===== config.mk =====
export PLATFORM = sky130hd
export DESIGN_NAME = wb_master
export DESIGN_NICKNAME = d
export VERILOG_FILES = /design/src/rtl/wb_pkg.sv /design/src/rtl/wb_master_timeout.sv /design/src/rtl/wb_master.sv
export SDC_FILE = /design/constraint.sdc
export NUM_CORES = 1
export LEC_CHECK = 0
export ABC_CLOCK_PERIOD_IN_PS = 1500
export CORE_UTILIZATION = 35
export DETAILED_ROUTE_END_ITERATION = 8
export HOLD_SLACK_MARGIN = 0.15
export PLACE_DENSITY = 0.76
export SYNTH_ARGS = -nofsm -noshare
export SYNTH_HDL_FRONTEND = slang
export SYNTH_SLANG_ARGS = --single-unit

===== constraint.sdc =====
create_clock -name clk_i -period 1.5 [get_ports clk_i]
set_input_delay 0.15 -clock clk_i [delete_from_list [all_inputs] [get_ports clk_i]]
set_output_delay 0.15 -clock clk_i [all_outputs]
set_load 0.02 [all_outputs]

===== src/rtl/wb_pkg.sv =====
// Shared Wishbone definitions for the initiator and the wb_slave_* responders.
package wb_pkg;

    typedef enum logic [1:0] {
        MST_IDLE,
        MST_REQ,
        MST_DRAIN
    } wb_mst_state_t;

    localparam int WB_ADR_W           = 32;
    localparam int WB_DAT_W           = 32;
    localparam int WB_DEFAULT_TIMEOUT = 16;

endpackage


===== src/rtl/wb_master_timeout.sv =====
// Saturating cycle counter with an expiry flag; bounds both the request and drain phases.
module wb_timeout_cnt
    import wb_pkg::*;
#(
    parameter int LIMIT = WB_DEFAULT_TIMEOUT
) (
    input  logic clk_i,
    input  logic rst_i,
    input  logic clr_i,
    input  logic en_i,
    output logic expired_o
);

    localparam int CW = $clog2(LIMIT);
    localparam logic [CW-1:0] LastCnt = CW'(LIMIT - 1);

    logic [CW-1:0] cnt_q;
    logic [CW-1:0] cnt_d;

    // Holds at LIMIT-1 so the flag stays asserted instead of wrapping.
    always_comb begin
        cnt_d = cnt_q;
        if (clr_i) begin
            cnt_d = '0;
        end else if (en_i && (cnt_q != LastCnt)) begin
            cnt_d = cnt_q + 1'b1;
        end
    end

    always_ff @(posedge clk_i) begin
        if (rst_i) begin
            cnt_q <= '0;
        end else begin
            cnt_q <= cnt_d;
        end
    end

    assign expired_o = (cnt_q == LastCnt);

endmodule


===== src/rtl/wb_master.sv =====
// Wishbone classic single-transfer initiator: one command in, one bus cycle, one response pulse.
module wb_master
    import wb_pkg::*;
#(
    parameter  int TIMEOUT_CYCLES = WB_DEFAULT_TIMEOUT,
    parameter  int ADR_W          = WB_ADR_W,
    parameter  int DAT_W          = WB_DAT_W,
    localparam int SEL_W          = DAT_W / 8
) (
    input  logic             clk_i,
    input  logic             rst_i,
    input  logic             cmd_valid_i,
    output logic             cmd_ready_o,
    input  logic             cmd_we_i,
    input  logic [ADR_W-1:0] cmd_adr_i,
    input  logic [DAT_W-1:0] cmd_dat_i,
    input  logic [SEL_W-1:0] cmd_sel_i,
    output logic             rsp_valid_o,
    output logic [DAT_W-1:0] rsp_dat_o,
    output logic             rsp_err_o,
    output logic             rsp_timeout_o,
    output logic             cyc_o,
    output logic             stb_o,
    output logic             we_o,
    output logic [ADR_W-1:0] adr_o,
    output logic [DAT_W-1:0] dat_o,
    output logic [SEL_W-1:0] sel_o,
    input  logic [DAT_W-1:0] dat_i,
    input  logic             ack_i,
    input  logic             err_i
);

    wb_mst_state_t    state_q;
    logic             cmdReady_q;
    logic             cyc_q;
    logic             stb_q;
    logic             we_q;
    logic [ADR_W-1:0] adr_q;
    logic [DAT_W-1:0] dat_q;
    logic [SEL_W-1:0] sel_q;
    logic             rspValid_q;
    logic [DAT_W-1:0] rspDat_q;
    logic             rspErr_q;
    logic             rspTimeout_q;

    logic cmdAccept;
    logic reqDone;
    logic drainDone;
    logic cntExpired;

    assign cmdAccept = (state_q == MST_IDLE) && cmd_valid_i && cmdReady_q;
    assign reqDone   = (state_q == MST_REQ) && (err_i || ack_i || cntExpired);
    // Responders release ack one cycle after stb falls, so wait it out before the next command.
    assign drainDone = (state_q == MST_DRAIN) && ((!ack_i && !err_i) || cntExpired);

    wb_timeout_cnt #(
        .LIMIT(TIMEOUT_CYCLES)
    ) u_timeout (
        .clk_i    (clk_i),
        .rst_i    (rst_i),
        .clr_i    (cmdAccept || reqDone),
        .en_i     ((state_q == MST_REQ) || (state_q == MST_DRAIN)),
        .expired_o(cntExpired)
    );

    always_ff @(posedge clk_i) begin
        if (rst_i) begin
            state_q      <= MST_IDLE;
            cmdReady_q   <= 1'b1;
            cyc_q        <= 1'b0;
            stb_q        <= 1'b0;
            we_q         <= 1'b0;
            adr_q        <= '0;
            dat_q        <= '0;
            sel_q        <= '0;
            rspValid_q   <= 1'b0;
            rspDat_q     <= '0;
            rspErr_q     <= 1'b0;
            rspTimeout_q <= 1'b0;
        end else begin
            rspValid_q <= 1'b0;
            case (state_q)
                MST_IDLE: begin
                    if (cmdAccept) begin
                        we_q       <= cmd_we_i;
                        adr_q      <= cmd_adr_i;
                        dat_q      <= cmd_dat_i;
                        sel_q      <= cmd_sel_i;
                        cyc_q      <= 1'b1;
                        stb_q      <= 1'b1;
                        cmdReady_q <= 1'b0;
                        state_q    <= MST_REQ;
                    end
                end
                MST_REQ: begin
                    if (reqDone) begin
                        cyc_q      <= 1'b0;
                        stb_q      <= 1'b0;
                        we_q       <= 1'b0;
                        rspValid_q <= 1'b1;
                        state_q    <= MST_DRAIN;
                        // Error wins over a simultaneous ack; only an acked read returns data.
                        if (err_i) begin
                            rspErr_q     <= 1'b1;
                            rspTimeout_q <= 1'b0;
                            rspDat_q     <= '0;
                        end else if (ack_i) begin
                            rspErr_q     <= 1'b0;
                            rspTimeout_q <= 1'b0;
                            rspDat_q     <= we_q ? '0 : dat_i;
                        end else begin
                            rspErr_q     <= 1'b1;
                            rspTimeout_q <= 1'b1;
                            rspDat_q     <= '0;
                        end
                    end
                end
                MST_DRAIN: begin
                    if (drainDone) begin
                        cmdReady_q <= 1'b1;
                        state_q    <= MST_IDLE;
                    end
                end
                default: begin
                    cyc_q      <= 1'b0;
                    stb_q      <= 1'b0;
                    cmdReady_q <= 1'b1;
                    state_q    <= MST_IDLE;
                end
            endcase
        end
    end

    assign cmd_ready_o   = cmdReady_q;
    assign cyc_o         = cyc_q;
    assign stb_o         = stb_q;
    assign we_o          = we_q;
    assign adr_o         = adr_q;
    assign dat_o         = dat_q;
    assign sel_o         = sel_q;
    assign rsp_valid_o   = rspValid_q;
    assign rsp_dat_o     = rspDat_q;
    assign rsp_err_o     = rspErr_q;
    assign rsp_timeout_o = rspTimeout_q;

endmodule


==> results_tabular.tex, run 1 <==
\begin{tabular}{lr}
\hline
Metric & Value \\
\hline
\multicolumn{2}{l}{\textbf{Outcome}} \\
\quad Outcome & finished with violations \\
\quad Failing checks & negative setup slack \\
\multicolumn{2}{l}{\textbf{STA}} \\
\quad Final setup violation count & 6 \\
\quad Setup repair after global routing missed its margin & yes \\
\quad Clock period minus worst slack & 1.51 ns \\
\quad Final number of hold-violating endpoints & 0 \\
\quad Count of pins over their slew limit & 0 \\
\quad Achievable clock frequency & approximately 660 MHz \\
\quad Slew Limit Headroom & 0.653 \\
\quad Clock Skew & slightly below 0.02 ns \\
\quad Final worst path period share & 1.01 \\
\quad Slew at the pin closest to its max-slew limit & 0.521 ns \\
\quad Setup ws final & -0.0131 ns \\
\multicolumn{2}{l}{\textbf{Route}} \\
\quad Antenna Violating Nets Remaining & 0 \\
\quad Routed wirelength normalized by instance count & 14.9 um \\
\quad Detailed-route DRC error count & 0 \\
\quad Post-Route WL & roughly 12 mm \\
\quad Via Count & 3833 \\
\quad Drt first pass iters & 4 \\
\quad Starting DRT DRC Count & between 150 and 200 \\
\quad DR vias/cell & 4.80 \\
\multicolumn{2}{l}{\textbf{Synth}} \\
\quad XOR/XNOR share of the synthesized area & 0.00670 \\
\quad Avg Inst Size Synth & 9.08 um2 \\
\quad Post-synthesis share of cell area spent on full adders, half adders and majority gates & 0.0160 \\
\quad Multiplexer fraction of the synthesized cell area & 0.00798 \\
\quad Yosys cell types & 32 \\
\quad Post-synth EDFFs & 0 \\
\quad Number of storage elements in the synthesis netlist & 112 \\
\quad Cell area after technology mapping & between 0.003 and 0.004 mm2 \\
\quad Yosys warnings & 0 \\
\quad Main combinational cell family by area after synthesis & compound AO/OA/AOI/OAI gates \\
\quad Synthesized netlist cell count & 432 \\
\quad Simple-gate area share of the yosys netlist & 0.174 \\
\quad Synth top area cells & sky130\_fd\_sc\_hd\_\_dfxtp\_1, sky130\_fd\_sc\_hd\_\_nand2\_1, sky130\_fd\_sc\_hd\_\_a21oi\_1 \\
\quad Synth top area share & 0.572 \\
\quad Post-synthesis compound-gate area fraction & 0.180 \\
\quad Portion of the post-synthesis area used by sequential elements & 0.572 \\
\quad Cell taking the most area after synthesis & sky130\_fd\_sc\_hd\_\_dfxtp\_1 \\
\quad Ys flop type & sky130\_fd\_sc\_hd\_\_dfxtp\_1 \\
\quad Fraction of registers with async set/reset & 0 \\
\quad Synthesized Nets & 543 \\
\multicolumn{2}{l}{\textbf{Die}} \\
\quad Starting utilization of the core area & 0.360 \\
\quad Total Die Area & 0.0116 mm2 \\
\quad Num rows & 38 \\
\quad Horizontal extent of the die & 108 um \\
\quad Placeable Area & 0.0109 mm2 \\
\quad Boundary pin count & between 200 and 250 \\
\quad Die outline height & 108 um \\
\multicolumn{2}{l}{\textbf{Worst setup path}} \\
\quad Crit path max fanout & 8 \\
\quad Arrival time reported for the critical path endpoint & $\sim$1.8 ns \\
\quad Endpoint type of the worst setup path & flop \\
\quad Type of the setup path with the least slack & flop to flop \\
\quad Worst reg2reg setup slack & -0.01 ns \\
\quad Critical Path Source Type & flop \\
\quad Required time worst endpoint & roughly 1.8 ns \\
\quad Endpoint of the worst register-to-register path & rsp\_dat\_o[26] \\
\quad Cell depth of the worst flop-to-flop path & 6 \\
\quad Launch instance of the worst register-to-register path & state\_q[0] \\
\multicolumn{2}{l}{\textbf{Cells and area}} \\
\quad Syn-to-layout area delta & 74.7\% \\
\quad Area of the multi-input gates & 0.00158 mm2 \\
\quad Register area & 0.00225 mm2 \\
\quad Layout cell share with drive strength beyond 1 & 0.0957 \\
\quad Number of fill cells in the layout & 900 \\
\quad Antenna diode instance count & 0 \\
\quad Final \#Nets & between 700 and 800 \\
\quad Non-filler cells in the finished layout & between 700 and 800 \\
\multicolumn{2}{l}{\textbf{Clock tree}} \\
\quad Clk sink count & 112 \\
\quad Clock-pin transition on the worst setup and hold timing paths & roughly 0.10 ns \\
\quad TritonCTS clock tree & done \\
\quad Buffer type at the clock tree root & sky130\_fd\_sc\_hd\_\_clkbuf\_8 \\
\quad Clock buffer count from CTS & 9 \\
\quad Number of buffers on the longest clock path & 2 \\
\quad Number of H-tree branching levels & 3 \\
\quad Latest clock arrival within the worst-skew pair & 0.37 ns \\
\multicolumn{2}{l}{\textbf{Hold path}} \\
\quad Terminating pin of the worst hold path & adr\_o[6] \\
\quad Hold path startpoint & cmd\_adr\_i[6] \\
\quad Depth of the worst hold-timing path & 3 \\
\quad Worst min path class & primary input to flop \\
\multicolumn{2}{l}{\textbf{GRT}} \\
\quad Via count of the first global-routing pass & approximately 3600 \\
\quad Global-route wire length before repair & 16.9 mm \\
\quad Tot GR Track Use & 0.186 \\
\quad Overflow after GRT & 0 \\
\quad Initial antenna violation count & 0 \\
\quad Largest net degree at the start of global routing & 52 \\
\multicolumn{2}{l}{\textbf{Power and ir drop}} \\
\quad Peak VDD IR & approximately 0.00065 V \\
\quad Overall power consumption & 9.12 mW \\
\quad Total power divided by cell area & approximately 1300 mW/mm2 \\
\quad Leak & 3.95 nW \\
\multicolumn{2}{l}{\textbf{Placed design}} \\
\quad Placed cells & 774 \\
\quad Half-perimeter wire length of the detailed placement result & a little over 8 mm \\
\quad Quantity of I/O buffers inserted on ports & between 200 and 250 \\
\quad Final weighted congestion of routability-driven global placement & 0.745 \\
\multicolumn{2}{l}{\textbf{Run}} \\
\quad Number of maximum-capacitance constraint violations & 0 \\
\hline
\end{tabular}
==> cell usage in the layout, fill, tap and decap left out, types with 2 or more instances in the layout <==
master and n:
sky130_fd_sc_hd__a22o_1 32, sky130_fd_sc_hd__a21oi_1 71, sky130_fd_sc_hd__clkdlybuf4s50_1 108, sky130_fd_sc_hd__nand3_4 2, sky130_fd_sc_hd__and3_4 2, sky130_fd_sc_hd__o31ai_1 2
sky130_fd_sc_hd__mux2i_1 2, sky130_fd_sc_hd__dfxtp_2 3, sky130_fd_sc_hd__nor2_1 5, sky130_fd_sc_hd__nand3_1 2, sky130_fd_sc_hd__inv_2 2, sky130_fd_sc_hd__dfxtp_1 109
sky130_fd_sc_hd__buf_12 6, sky130_fd_sc_hd__ha_4 2, sky130_fd_sc_hd__dlymetal6s2s_1 76, sky130_fd_sc_hd__clkbuf_16 4, sky130_fd_sc_hd__clkbuf_8 10, sky130_fd_sc_hd__nand2_1 138
sky130_fd_sc_hd__ha_1 2, sky130_fd_sc_hd__dlygate4sd2_1 27, sky130_fd_sc_hd__and3_1 5, sky130_fd_sc_hd__buf_4 18, sky130_fd_sc_hd__xnor2_1 3
==> where the power goes <==
group | total, mW | switching (mW) | leakage (nW) | internal (mW)
registers | 3.67 | 0.238 | 0.915 | 3.43
logic | 3.83 | 1.97 | 2.95 | 1.86
clock network | 1.62 | 0.973 | 0.0858 | 0.649
total | 9.12 | 3.18 | 3.95 | 5.94
==> Yosys cell counts (2+ instances only) <==
master                     instances
sky130_fd_sc_hd__nand2_1         139
sky130_fd_sc_hd__dfxtp_1         112
sky130_fd_sc_hd__a21oi_1          71
sky130_fd_sc_hd__a22o_1           32
sky130_fd_sc_hd__clkbuf_1         18
sky130_fd_sc_hd__and3_1            7
sky130_fd_sc_hd__buf_2             5
sky130_fd_sc_hd__ha_1              5
sky130_fd_sc_hd__nor2_1            5
sky130_fd_sc_hd__buf_1             4
sky130_fd_sc_hd__buf_6             4
sky130_fd_sc_hd__inv_1             3
sky130_fd_sc_hd__nand3_1           3
sky130_fd_sc_hd__xnor2_1           3
sky130_fd_sc_hd__a31oi_1           2
sky130_fd_sc_hd__mux2i_1           2
sky130_fd_sc_hd__o31ai_1           2
==> worst max path at each step <==
stage / start / cells past startpoint / endpoint / slack, ns
finish: state_q[0] / 6 / rsp_dat_o[26] / -0.01
detailed placement: ack_i / 5 / state_q[0] / -0.25
floorplan: state_q[1] / 7 / dat_o[10] / -0.009
CTS: u_timeout.cnt_q[1] / 5 / state_q[0] / -0.0003
global route: u_timeout.cnt_q[1] / 5 / state_q[0] / -0.08
global placement: ack_i / 5 / state_q[0] / -0.24
==> worst max-delay path, cell delays in order (launching register included) <==
cell and delay, ns:
sky130_fd_sc_hd__dfxtp_2 0.34, sky130_fd_sc_hd__buf_4 0.13, sky130_fd_sc_hd__ha_4 0.16, sky130_fd_sc_hd__a21bo_4 0.18
sky130_fd_sc_hd__nor2b_4 0.30, sky130_fd_sc_hd__clkbuf_16 0.22, sky130_fd_sc_hd__a22o_1 0.13
==> through the flow <==
step | worst slack [ns] | hold slack (ns) | TNS (ns) | instance area (um2) | util
global route | -0.0822 | 0.317 | -1.11 | 6850 | 0.629
floorplan | -0.00949 | 0.275 | -0.713 | 3960 | -
finish | -0.0131 | 0.328 | -0.0367 | 6850 | 0.629
CTS | -0.000281 | 0.302 | -0.000281 | 6520 | 0.599
detailed placement | -0.249 | 0.446 | -4.54 | 6330 | 0.581
global placement | -0.243 | 0.441 | -2.86 | 6330 | 0.581
==> flip-flops by register name, summed over array words and instances (netlist names) <==
register and count:
u_timeout.cnt_q 4, rsp_err_o 1, sel_o 4, rsp_timeout_o 1, stb_o 1, rsp_valid_o 1
cmd_ready_o 1, dat_o 32, state_q 2, adr_o 32, we_o 1, rsp_dat_o 32
==> what timing repair did <==
action                     4_1_cts  5_1_grt
cloned                           0        5
buffers inserted                 3        0
hold endpoints to repair         1        0
hold buffers                     1        0
gates resized for setup         34       82
pin swaps                        4        3
setup endpoints to repair       68      135
==> area by class of cell <==
type,instances,area share
multi-input combinational,285,0.231
clock inverter,4,0.00438
timing repair buffer,243,0.389
inverter,3,0.00164
tap,140,0.0256
clock buffer,11,0.0206
sequential,112,0.328
==> routing by layer <==
| metal | global-route usage | part of all wire | vias up |
|---|---|---|---|
| li1 | - | - | 1901 |
| met1 | 0.208 | 0.41 | 1784 |
| met2 | 0.331 | 0.51 | 133 |
| met3 | 0.0533 | 0.070 | 15 |
| met4 | 0.0734 | 0.016 | 0 |
| met5 | 0 | 0 | - |
==> cells by family after synthesis <==
family / after synthesis
xor gates and xnor gates: 3
AOI/OAI and AO/OA: 112
muxes: 3
adders and majority gates: 5
DFF: 112
and+or+nand+nor: 162
buffers and inverters: 35
(Power assumes the default switching activity.)
==> run 2: changes to the inputs <==
--- a/config.mk
+++ b/config.mk
@@ -6,7 +6,9 @@
 export NUM_CORES = 1
 export LEC_CHECK = 0
 export ABC_CLOCK_PERIOD_IN_PS = 1500
+export CORE_MARGIN = 2
 export CORE_UTILIZATION = 35
+export CTS_CLUSTER_SIZE = 14
 export DETAILED_ROUTE_END_ITERATION = 8
 export HOLD_SLACK_MARGIN = 0.15
 export PLACE_DENSITY = 0.76
==> run 2 against run 1 <==
Compared with the run above:
- the run still ends with negative setup slack left
- maximum frequency is 1.8% lower
- routed wire length is 0.26% higher
- combinational power is 3% lower
- hold slack worse by 0.025 ns
- flip-flop and latch count stayed put
- register-to-register slack worse by 0.03 ns
- global-route usage is 0.14 points lower
- critical endpoint is now state_q[0]
- total power is 1.1% lower
==> results_tabular.tex, run 2 (synthesized netlist as in run 1, its figures left out) <==
\begin{tabular}{lr}
\hline
Metric & Value \\
\hline
\multicolumn{2}{l}{\textbf{Outcome}} \\
\quad Outcome & finished with violations \\
\quad Failing checks & negative setup slack \\
\multicolumn{2}{l}{\textbf{Worst setup path}} \\
\quad CP delay by family, top & simple AND/OR/NAND/NOR gates \\
\quad CP Buf/Inv Count & 2 (unchanged) \\
\quad Crit path depth & 6 (unchanged) \\
\quad Arrival time reported for the critical path endpoint & 1.81 ns (about the same) \\
\quad Cell chain of the critical path & inv\_4, ha\_4, buf\_4, and3\_4, or4b\_1, o31ai\_1 \\
\quad Endpoint type of the worst setup path & flop \\
\quad Critical Path Source Type & flop \\
\quad Crit path max fanout & 4 (-4) \\
\quad Required time worst endpoint & 1.77 ns (-0.04 ns) \\
\quad Type of the setup path with the least slack & flop to flop \\
\quad Cell depth of the worst flop-to-flop path & 6 (unchanged) \\
\quad Peak per-stage delay on the critical path & 0.50 ns (+0.16 ns) \\
\quad Highest-delay cell along the critical path & sky130\_fd\_sc\_hd\_\_or4b\_1 \\
\multicolumn{2}{l}{\textbf{GRT}} \\
\quad Initial antenna violation count & 0 (unchanged) \\
\quad Overflow after GRT & 0 (unchanged) \\
\quad Global-route wire length before repair & 17.5 mm (+3.3\%) \\
\quad Tot GR Track Use & 0.185 (-0.00141) \\
\quad Via count of the first global-routing pass & 3721 (+3.4\%) \\
\quad Largest net degree at the start of global routing & 50 (-3.8\%) \\
\multicolumn{2}{l}{\textbf{Power and ir drop}} \\
\quad Total power divided by cell area & 1330 mW/mm2 (-0.42\%) \\
\quad Peak VDD IR & 0.000703 V (+7.8\%) \\
\quad Leak & 4.00 nW (+1.2\%) \\
\multicolumn{2}{l}{\textbf{Clock tree}} \\
\quad Number of H-tree branching levels & 3 (unchanged) \\
\quad Latest clock arrival within the worst-skew pair & 0.37 ns (about the same) \\
\quad Number of buffers on the longest clock path & 2 (unchanged) \\
\quad Buffer type at the clock tree root & sky130\_fd\_sc\_hd\_\_clkbuf\_8 \\
\quad Clock buffer count from CTS & 9 (unchanged) \\
\quad Clk sink count & 112 (unchanged) \\
\quad \# hold bufs at CTS & 0 (-1) \\
\quad TritonCTS clock tree & done \\
\quad Clock-pin transition on the worst setup and hold timing paths & 0.10 ns (about the same) \\
\multicolumn{2}{l}{\textbf{Die}} \\
\quad Placeable Area & 0.0109 mm2 (unchanged) \\
\quad Die outline height & 110 um (+1.9\%) \\
\quad Boundary pin count & 213 (unchanged) \\
\quad Total Die Area & 0.0121 mm2 (+3.7\%) \\
\quad Starting utilization of the core area & 0.360 (unchanged) \\
\quad Horizontal extent of the die & 110 um (+1.9\%) \\
\quad Num rows & 38 (unchanged) \\
\multicolumn{2}{l}{\textbf{Cells and area}} \\
\quad Number of fill cells in the layout & 895 (-0.56\%) \\
\quad Layout cell share with drive strength beyond 1 & 0.0960 (+0.000292) \\
\quad Commonest cells after routing, fill and taps aside & sky130\_fd\_sc\_hd\_\_nand2\_1, sky130\_fd\_sc\_hd\_\_dfxtp\_1, sky130\_fd\_sc\_hd\_\_clkdlybuf4s50\_1, sky130\_fd\_sc\_hd\_\_dlymetal6s2s\_1, sky130\_fd\_sc\_hd\_\_a21oi\_1 \\
\quad Syn-to-layout area delta & 73.6\% \\
\quad Antenna diode instance count & 0 (unchanged) \\
\quad Register area & 0.00225 mm2 (+0.17\%) \\
\quad Final \#Nets & 763 (-0.26\%) \\
\quad Area of the multi-input gates & 0.00159 mm2 (+0.79\%) \\
\quad Design Area, Final & 0.00681 mm2 (-0.64\%) \\
\quad Most frequent standard cell in the layout excluding fill and tap cells & sky130\_fd\_sc\_hd\_\_nand2\_1 \\
\multicolumn{2}{l}{\textbf{Placed design}} \\
\quad Worst setup slack after placement & -0.394 ns (-0.145 ns) \\
\quad Post-Place Cell Area & 0.00632 mm2 (-0.20\%) \\
\quad Final weighted congestion of routability-driven global placement & 0.801 (+7.6\%) \\
\quad Quantity of I/O buffers inserted on ports & 212 (unchanged) \\
\quad Half-perimeter wire length of the detailed placement result & 8.38 mm (+3.0\%) \\
\multicolumn{2}{l}{\textbf{STA}} \\
\quad Final worst path period share & 1.03 (+0.0180) \\
\quad Setup repair after global routing missed its margin & yes \\
\quad Setup ws final & -0.0401 ns (-0.0270 ns) \\
\quad Final setup violation count & 2 (-4) \\
\quad Slew at the pin closest to its max-slew limit & 0.341 ns (-0.180 ns) \\
\quad Final number of hold-violating endpoints & 0 (unchanged) \\
\quad Clock Skew & 0.0140 ns (-0.00538 ns) \\
\quad Post-route worst hold slack & 0.303 ns (-0.0250 ns) \\
\quad Clock period minus worst slack & 1.54 ns (+0.0270 ns) \\
\quad Count of pins over their slew limit & 0 (unchanged) \\
\quad Achievable clock frequency & 649 MHz (-1.8\%) \\
\quad Slew Limit Headroom & 0.773 (+0.120) \\
\multicolumn{2}{l}{\textbf{Route}} \\
\quad Drt first pass iters & 4 (unchanged) \\
\quad Antenna Violating Nets Remaining & 0 (unchanged) \\
\quad Detailed-route DRC error count & 0 (unchanged) \\
\quad Post-Route WL & 12.0 mm (+0.26\%) \\
\quad Starting DRT DRC Count & 277 (+43\%) \\
\quad Routed wirelength normalized by instance count & 15.0 um (+0.51\%) \\
\quad DR vias/cell & 4.82 (+0.36\%) \\
\quad Via Count & 3837 (+0.10\%) \\
\multicolumn{2}{l}{\textbf{Run}} \\
\quad Number of maximum-capacitance constraint violations & 0 (unchanged) \\
\multicolumn{2}{l}{\textbf{Hold path}} \\
\quad Worst min path class & primary input to flop \\
\quad Depth of the worst hold-timing path & 3 (unchanged) \\
\hline
\end{tabular}
[run 2: final timing paths]
kind,from,endpoint,slack [ns]
min reg2reg,adr_o[5],adr_o[5],0.45
min,rst_i,state_q[1],0.30
max,state_q[1],state_q[0],-0.04
max reg2reg,state_q[1],state_q[0],-0.04
[run 2: report_power, final]
group / switching (mW) / internal [mW] / total, mW
Combinational: 1.92 / 1.78 / 3.70
Clock: 1.02 / 0.617 / 1.63
Sequential: 0.252 / 3.44 / 3.69
Total: 3.19 / 5.84 / 9.03
[run 2: repair_timing]
| action | 4_1_cts | 5_1_grt |
|---|---|---|
| resized for setup | 36 | 84 |
| buffers inserted | 4 | 1 |
| cloned | 1 | 1 |
| pin swaps | 4 | 2 |
| setup endpoints to repair | 107 | 124 |
[run 2: worst reg2reg max path: cells and delay by family, from the launching register on]
family          cells  cell delay (ns)
compound gates      1             0.08
buf+inv             2             0.20
flops               1             0.37
simple gates        2             0.65
fa+ha+maj           1             0.16
[run 2: per-stage QoR]
stage          utilization  power [mW]  std cells  TNS [ns]
2_1_floorplan            -        5.61        432    -0.713
3_3_place_gp         0.580        7.21        774    -13.18
3_5_place_dp         0.580        7.33        774    -14.98
4_1_cts              0.601        9.09        794   -0.0416
5_1_grt              0.625        9.54        796    -0.475
6_report             0.625        9.03        796   -0.0657
[run 2: area by class of cell]
class | instances | share of cell area
well taps | 140 | 0.0257
clock inverters | 5 | 0.00588
flip-flops and latches | 112 | 0.331
multi-input cells | 286 | 0.234
repair buffers | 240 | 0.383
clock buffers | 10 | 0.0187
inverters | 3 | 0.00239
[run 2: per-layer routing]
layer,part of all wire,track usage,vias to the layer above
li1,-,-,1894
met1,0.39,0.211,1789
met2,0.52,0.326,134
met3,0.064,0.0421,20
met4,0.026,0.0841,0
met5,0,0,-
==> run 3: changes to the inputs <==
--- a/config.mk
+++ b/config.mk
@@ -5,13 +5,15 @@
 export SDC_FILE = /design/constraint.sdc
 export NUM_CORES = 1
 export LEC_CHECK = 0
-export ABC_CLOCK_PERIOD_IN_PS = 1500
+export ABC_CLOCK_PERIOD_IN_PS = 1800
 export CORE_MARGIN = 2
-export CORE_UTILIZATION = 35
+export CORE_UTILIZATION = 42
 export CTS_CLUSTER_SIZE = 14
 export DETAILED_ROUTE_END_ITERATION = 8
+export GPL_TIMING_DRIVEN = 0
 export HOLD_SLACK_MARGIN = 0.15
-export PLACE_DENSITY = 0.76
+export PLACE_DENSITY = 0.85
 export SYNTH_ARGS = -nofsm -noshare
 export SYNTH_HDL_FRONTEND = slang
+export SYNTH_HIERARCHICAL = 1
 export SYNTH_SLANG_ARGS = --single-unit
==> constraint.sdc (replaced) <==
create_clock -name clk_i -period 1.8 [get_ports clk_i]
set_input_delay 0.18 -clock clk_i [delete_from_list [all_inputs] [get_ports clk_i]]
set_output_delay 0.18 -clock clk_i [all_outputs]
set_load 0.02 [all_outputs]
==> run 3 against run 2 <==
Compared with the run above:
- the run now ends clean
- routed wire length fell by 3.0%
- via count is 2.4% higher
- non-clock buffer count up 5
- synthesized area is 2.0% higher
- critical path type unchanged
- highest routed layer unchanged
==> results_tabular.tex, run 3 <==
\begin{tabular}{lr}
\hline
Metric & Value \\
\hline
\multicolumn{2}{l}{\textbf{Synth}} \\
\quad Portion of the post-synthesis area used by sequential elements & 0.561 (-0.0113) \\
\quad Post-synth EDFFs & 0 (unchanged) \\
\quad Cell with the most instances after synthesis & sky130\_fd\_sc\_hd\_\_nand2\_1 \\
\quad Yosys cell types & 40 (+25\%) \\
\quad Synth top area share & 0.561 (-0.0113) \\
\quad Number of storage elements in the synthesis netlist & 112 (unchanged) \\
\quad Synthesized Nets & 554 (+2.0\%) \\
\quad Ys flop type & sky130\_fd\_sc\_hd\_\_dfxtp\_1 \\
\quad Most common library cells after synthesis & sky130\_fd\_sc\_hd\_\_nand2\_1, sky130\_fd\_sc\_hd\_\_dfxtp\_1, sky130\_fd\_sc\_hd\_\_a21oi\_1 \\
\quad Cell area after technology mapping & 0.00400 mm2 (+2.0\%) \\
\quad Yosys warnings & 6 (+6) \\
\quad Cell taking the most area after synthesis & sky130\_fd\_sc\_hd\_\_dfxtp\_1 \\
\quad Synthesized netlist cell count & 444 (+2.8\%) \\
\quad Fraction of registers with async set/reset & 0 (unchanged) \\
\quad Avg Inst Size Synth & 9.01 um2 (-0.75\%) \\
\quad Synth top area cells & sky130\_fd\_sc\_hd\_\_dfxtp\_1, sky130\_fd\_sc\_hd\_\_nand2\_1, sky130\_fd\_sc\_hd\_\_a21oi\_1 \\
\multicolumn{2}{l}{\textbf{GRT}} \\
\quad Largest net degree at the start of global routing & 19 (-62\%) \\
\quad M3 GR Usage & 0.0435 (+0.00139) \\
\quad Via count of the first global-routing pass & 3954 (+6.3\%) \\
\quad Overflow after GRT & 0 (unchanged) \\
\quad Tot GR Track Use & 0.219 (+0.0349) \\
\quad Initial antenna violation count & 0 (unchanged) \\
\quad Global-route wire length before repair & 18.2 mm (+4.4\%) \\
\quad Met1 GRT Util & 0.253 (+0.0420) \\
\quad Highest-utilization routing layer at the global route stage & met2 \\
\quad Met2 Use GR & 0.401 (+0.0757) \\
\multicolumn{2}{l}{\textbf{Route}} \\
\quad Routed wirelength normalized by instance count & 14.5 um (-3.5\%) \\
\quad DR vias/cell & 4.91 (+1.9\%) \\
\quad Post-Route WL & 11.6 mm (-3.0\%) \\
\quad Antenna Violating Nets Remaining & 0 (unchanged) \\
\quad Detailed-route DRC error count & 0 (unchanged) \\
\quad Starting DRT DRC Count & 121 (-56\%) \\
\quad Drt first pass iters & 4 (unchanged) \\
\quad Via Count & 3929 (+2.4\%) \\
\multicolumn{2}{l}{\textbf{Clock tree}} \\
\quad Latest clock arrival within the worst-skew pair & 0.35 ns (-0.02 ns) \\
\quad Buffer type at the clock tree root & sky130\_fd\_sc\_hd\_\_clkbuf\_8 \\
\quad Clock-pin transition on the worst setup and hold timing paths & 0.10 ns (about the same) \\
\quad Clk sink count & 112 (unchanged) \\
\quad Post-CTS Repair Setup Buffers & 0 (-4) \\
\quad Number of buffers on the longest clock path & 2 (unchanged) \\
\quad Number of H-tree branching levels & 3 (unchanged) \\
\quad TritonCTS clock tree & done \\
\quad Clock buffer count from CTS & 9 (unchanged) \\
\multicolumn{2}{l}{\textbf{Cells and area}} \\
\quad Antenna diode instance count & 0 (unchanged) \\
\quad Commonest cells after routing, fill and taps aside & sky130\_fd\_sc\_hd\_\_clkdlybuf4s50\_1, sky130\_fd\_sc\_hd\_\_nand2\_1, sky130\_fd\_sc\_hd\_\_dfxtp\_1, sky130\_fd\_sc\_hd\_\_a21oi\_1, sky130\_fd\_sc\_hd\_\_a22o\_1 \\
\quad Syn-to-layout area delta & 62.9\% \\
\quad Most frequent standard cell in the layout excluding fill and tap cells & sky130\_fd\_sc\_hd\_\_clkdlybuf4s50\_1 \\
\quad Non-filler cells in the finished layout & 800 (+0.50\%) \\
\quad Number of fill cells in the layout & 710 (-21\%) \\
\quad Final \#Nets & 777 (+1.8\%) \\
\quad Design Area, Final & 0.00652 mm2 (-4.3\%) \\
\quad Layout cell share with drive strength beyond 1 & 0.0760 (-0.0200) \\
\multicolumn{2}{l}{\textbf{Worst setup path}} \\
\quad Arrival time reported for the critical path endpoint & 2.01 ns (+0.20 ns) \\
\quad Required time worst endpoint & 2.10 ns (+0.33 ns) \\
\quad Launch instance of the worst register-to-register path & state\_q[1] \\
\quad Critical Path Source Type & flop \\
\quad Worst reg2reg setup slack & 0.09 ns (+0.13 ns) \\
\quad Cell depth of the worst flop-to-flop path & 7 (+1) \\
\quad Endpoint of the worst register-to-register path & rsp\_dat\_o[3] \\
\quad Type of the setup path with the least slack & flop to flop \\
\quad Crit path max fanout & 10 (+6) \\
\quad Endpoint type of the worst setup path & flop \\
\multicolumn{2}{l}{\textbf{Hold path}} \\
\quad Hold path startpoint & cmd\_adr\_i[1] \\
\quad Worst min path class & primary input to flop \\
\quad Terminating pin of the worst hold path & adr\_o[1] \\
\quad Depth of the worst hold-timing path & 3 (unchanged) \\
\multicolumn{2}{l}{\textbf{STA}} \\
\quad Final worst path period share & 0.952 (-0.0748) \\
\quad Slew at the pin closest to its max-slew limit & 0.463 ns (+0.121 ns) \\
\quad Post-route worst hold slack & 0.362 ns (+0.0593 ns) \\
\quad Slew Limit Headroom & 0.692 (-0.0810) \\
\quad Achievable clock frequency & 584 MHz (-10\%) \\
\quad Clock period minus worst slack & 1.71 ns (+0.173 ns) \\
\quad Final setup violation count & 0 (-2) \\
\quad Final number of hold-violating endpoints & 0 (unchanged) \\
\quad Clock Skew & 0.00817 ns (-0.00586 ns) \\
\quad Count of pins over their slew limit & 0 (unchanged) \\
\quad Setup repair after global routing missed its margin & yes \\
\multicolumn{2}{l}{\textbf{Placed design}} \\
\quad Placed cells & 785 (+1.4\%) \\
\quad Quantity of I/O buffers inserted on ports & 212 (unchanged) \\
\quad Post-Place Cell Area & 0.00628 mm2 (-0.53\%) \\
\quad Final weighted congestion of routability-driven global placement & 0.869 (+8.4\%) \\
\quad Half-perimeter wire length of the detailed placement result & 8.89 mm (+6.0\%) \\
\multicolumn{2}{l}{\textbf{Die}} \\
\quad Die outline height & 102 um (-7.5\%) \\
\quad Starting utilization of the core area & 0.433 (+0.0728) \\
\quad Num rows & 35 (-7.9\%) \\
\quad Total Die Area & 0.0103 mm2 (-14\%) \\
\quad Placeable Area & 0.00924 mm2 (-15\%) \\
\quad Horizontal extent of the die & 102 um (-7.5\%) \\
\quad Boundary pin count & 213 (unchanged) \\
\multicolumn{2}{l}{\textbf{Outcome}} \\
\quad Outcome & complete, no violations \\
\multicolumn{2}{l}{\textbf{Power and ir drop}} \\
\quad Total power divided by cell area & 1200 mW/mm2 (-9.3\%) \\
\quad Leak & 2.41 nW (-40\%) \\
\quad Overall power consumption & 7.84 mW (-13\%) \\
\quad Peak VDD IR & 0.000780 V (+11\%) \\
\multicolumn{2}{l}{\textbf{Run}} \\
\quad Number of maximum-capacitance constraint violations & 0 (unchanged) \\
\hline
\end{tabular}
-- run 3: cell types whose count changed in the layout (fill, tap and decap cells not counted), sizes merged, moves of 4 or more --
cell           before  now
o211ai              0    5
dlygate4sd2        24    0
clkdlybuf4s50     106  212
dlymetal6s2s       81    0
clkbuf             11   19
and3                7    1
buf                28   24
-- run 3: how the worst max path moves through the flow --
stage / startpoint / endpoint / slack [ns] / cells past startpoint
2_1_floorplan: state_q[0] / u_timeout/cnt_q[3] / 0.13 / 8
3_3_place_gp: cmd_valid_i / u_timeout/cnt_q[3] / -0.30 / 7
3_5_place_dp: cmd_valid_i / u_timeout/cnt_q[3] / -0.35 / 7
4_1_cts: u_timeout/cnt_q[0] / rsp_dat_o[23] / 0.009 / 8
5_1_grt: state_q[1] / rsp_dat_o[23] / -0.04 / 7
6_report: state_q[1] / rsp_dat_o[3] / 0.09 / 7
-- run 3: layer usage --
layer / share of wire / up-vias / wire length, um
met3: 0.050 / 16 / 581
li1: - / 1949 / -
met2: 0.53 / 120 / 6140
met1: 0.40 / 1844 / 4660
met4: 0.018 / 0 / 205
met5: 0 / - / 0
-- run 3: worst max-delay path, cell delays in order (launching register included) --
cell and delay [ns]:
sky130_fd_sc_hd__dfxtp_1 0.33, sky130_fd_sc_hd__inv_1 0.11, sky130_fd_sc_hd__ha_1 0.24, sky130_fd_sc_hd__buf_6 0.16
sky130_fd_sc_hd__nand3b_1 0.15, sky130_fd_sc_hd__nor3_4 0.25, sky130_fd_sc_hd__buf_2 0.27, sky130_fd_sc_hd__a22o_1 0.15
-- run 3: layout make-up --
class                           count  area, um2  share of cell area
Sequential cell                   112       2240               0.344
Timing Repair Buffer              212       2120               0.326
Multi-Input combinational cell    291       1580               0.242
Buffer                             33        198              0.0303
Tap cell                          129        161              0.0248
Clock buffer                       10        138              0.0211
Clock inverter                      5       40.0             0.00614
Inverter                            8       35.0             0.00538
-- run 3: metrics by stage --
step,TNS (ns),setup slack [ns],util
4_1_cts,0,0.00942,0.701
3_3_place_gp,-2.92,-0.302,0.680
2_1_floorplan,0,0.129,-
5_1_grt,-0.805,-0.0396,0.705
6_report,0,0.0865,0.705
3_5_place_dp,-6.38,-0.347,0.680
-- run 3: kinds of logic (layout without fill, tap and decap cells) --
kind of cell / after synthesis / after routing / share of synthesized area
adders and majority gates: 4 / 4 / 0.0125
DFF: 112 / 112 / 0.561
AOI/OAI and AO/OA: 124 / 124 / 0.201
buffers and inverters: 41 / 268 / 0.0560
and+or+nand+nor: 163 / 163 / 0.170
-- run 3: repair_timing --
item	4_1_cts	5_1_grt
gates resized for setup	5	12
endpoints found under the setup margin	34	37
hold buffers	0	0
-- run 3: report_power, final --
group | switching, mW | internal, mW
registers | 0.239 | 2.92
clock network | 0.832 | 0.548
logic | 1.81 | 1.49
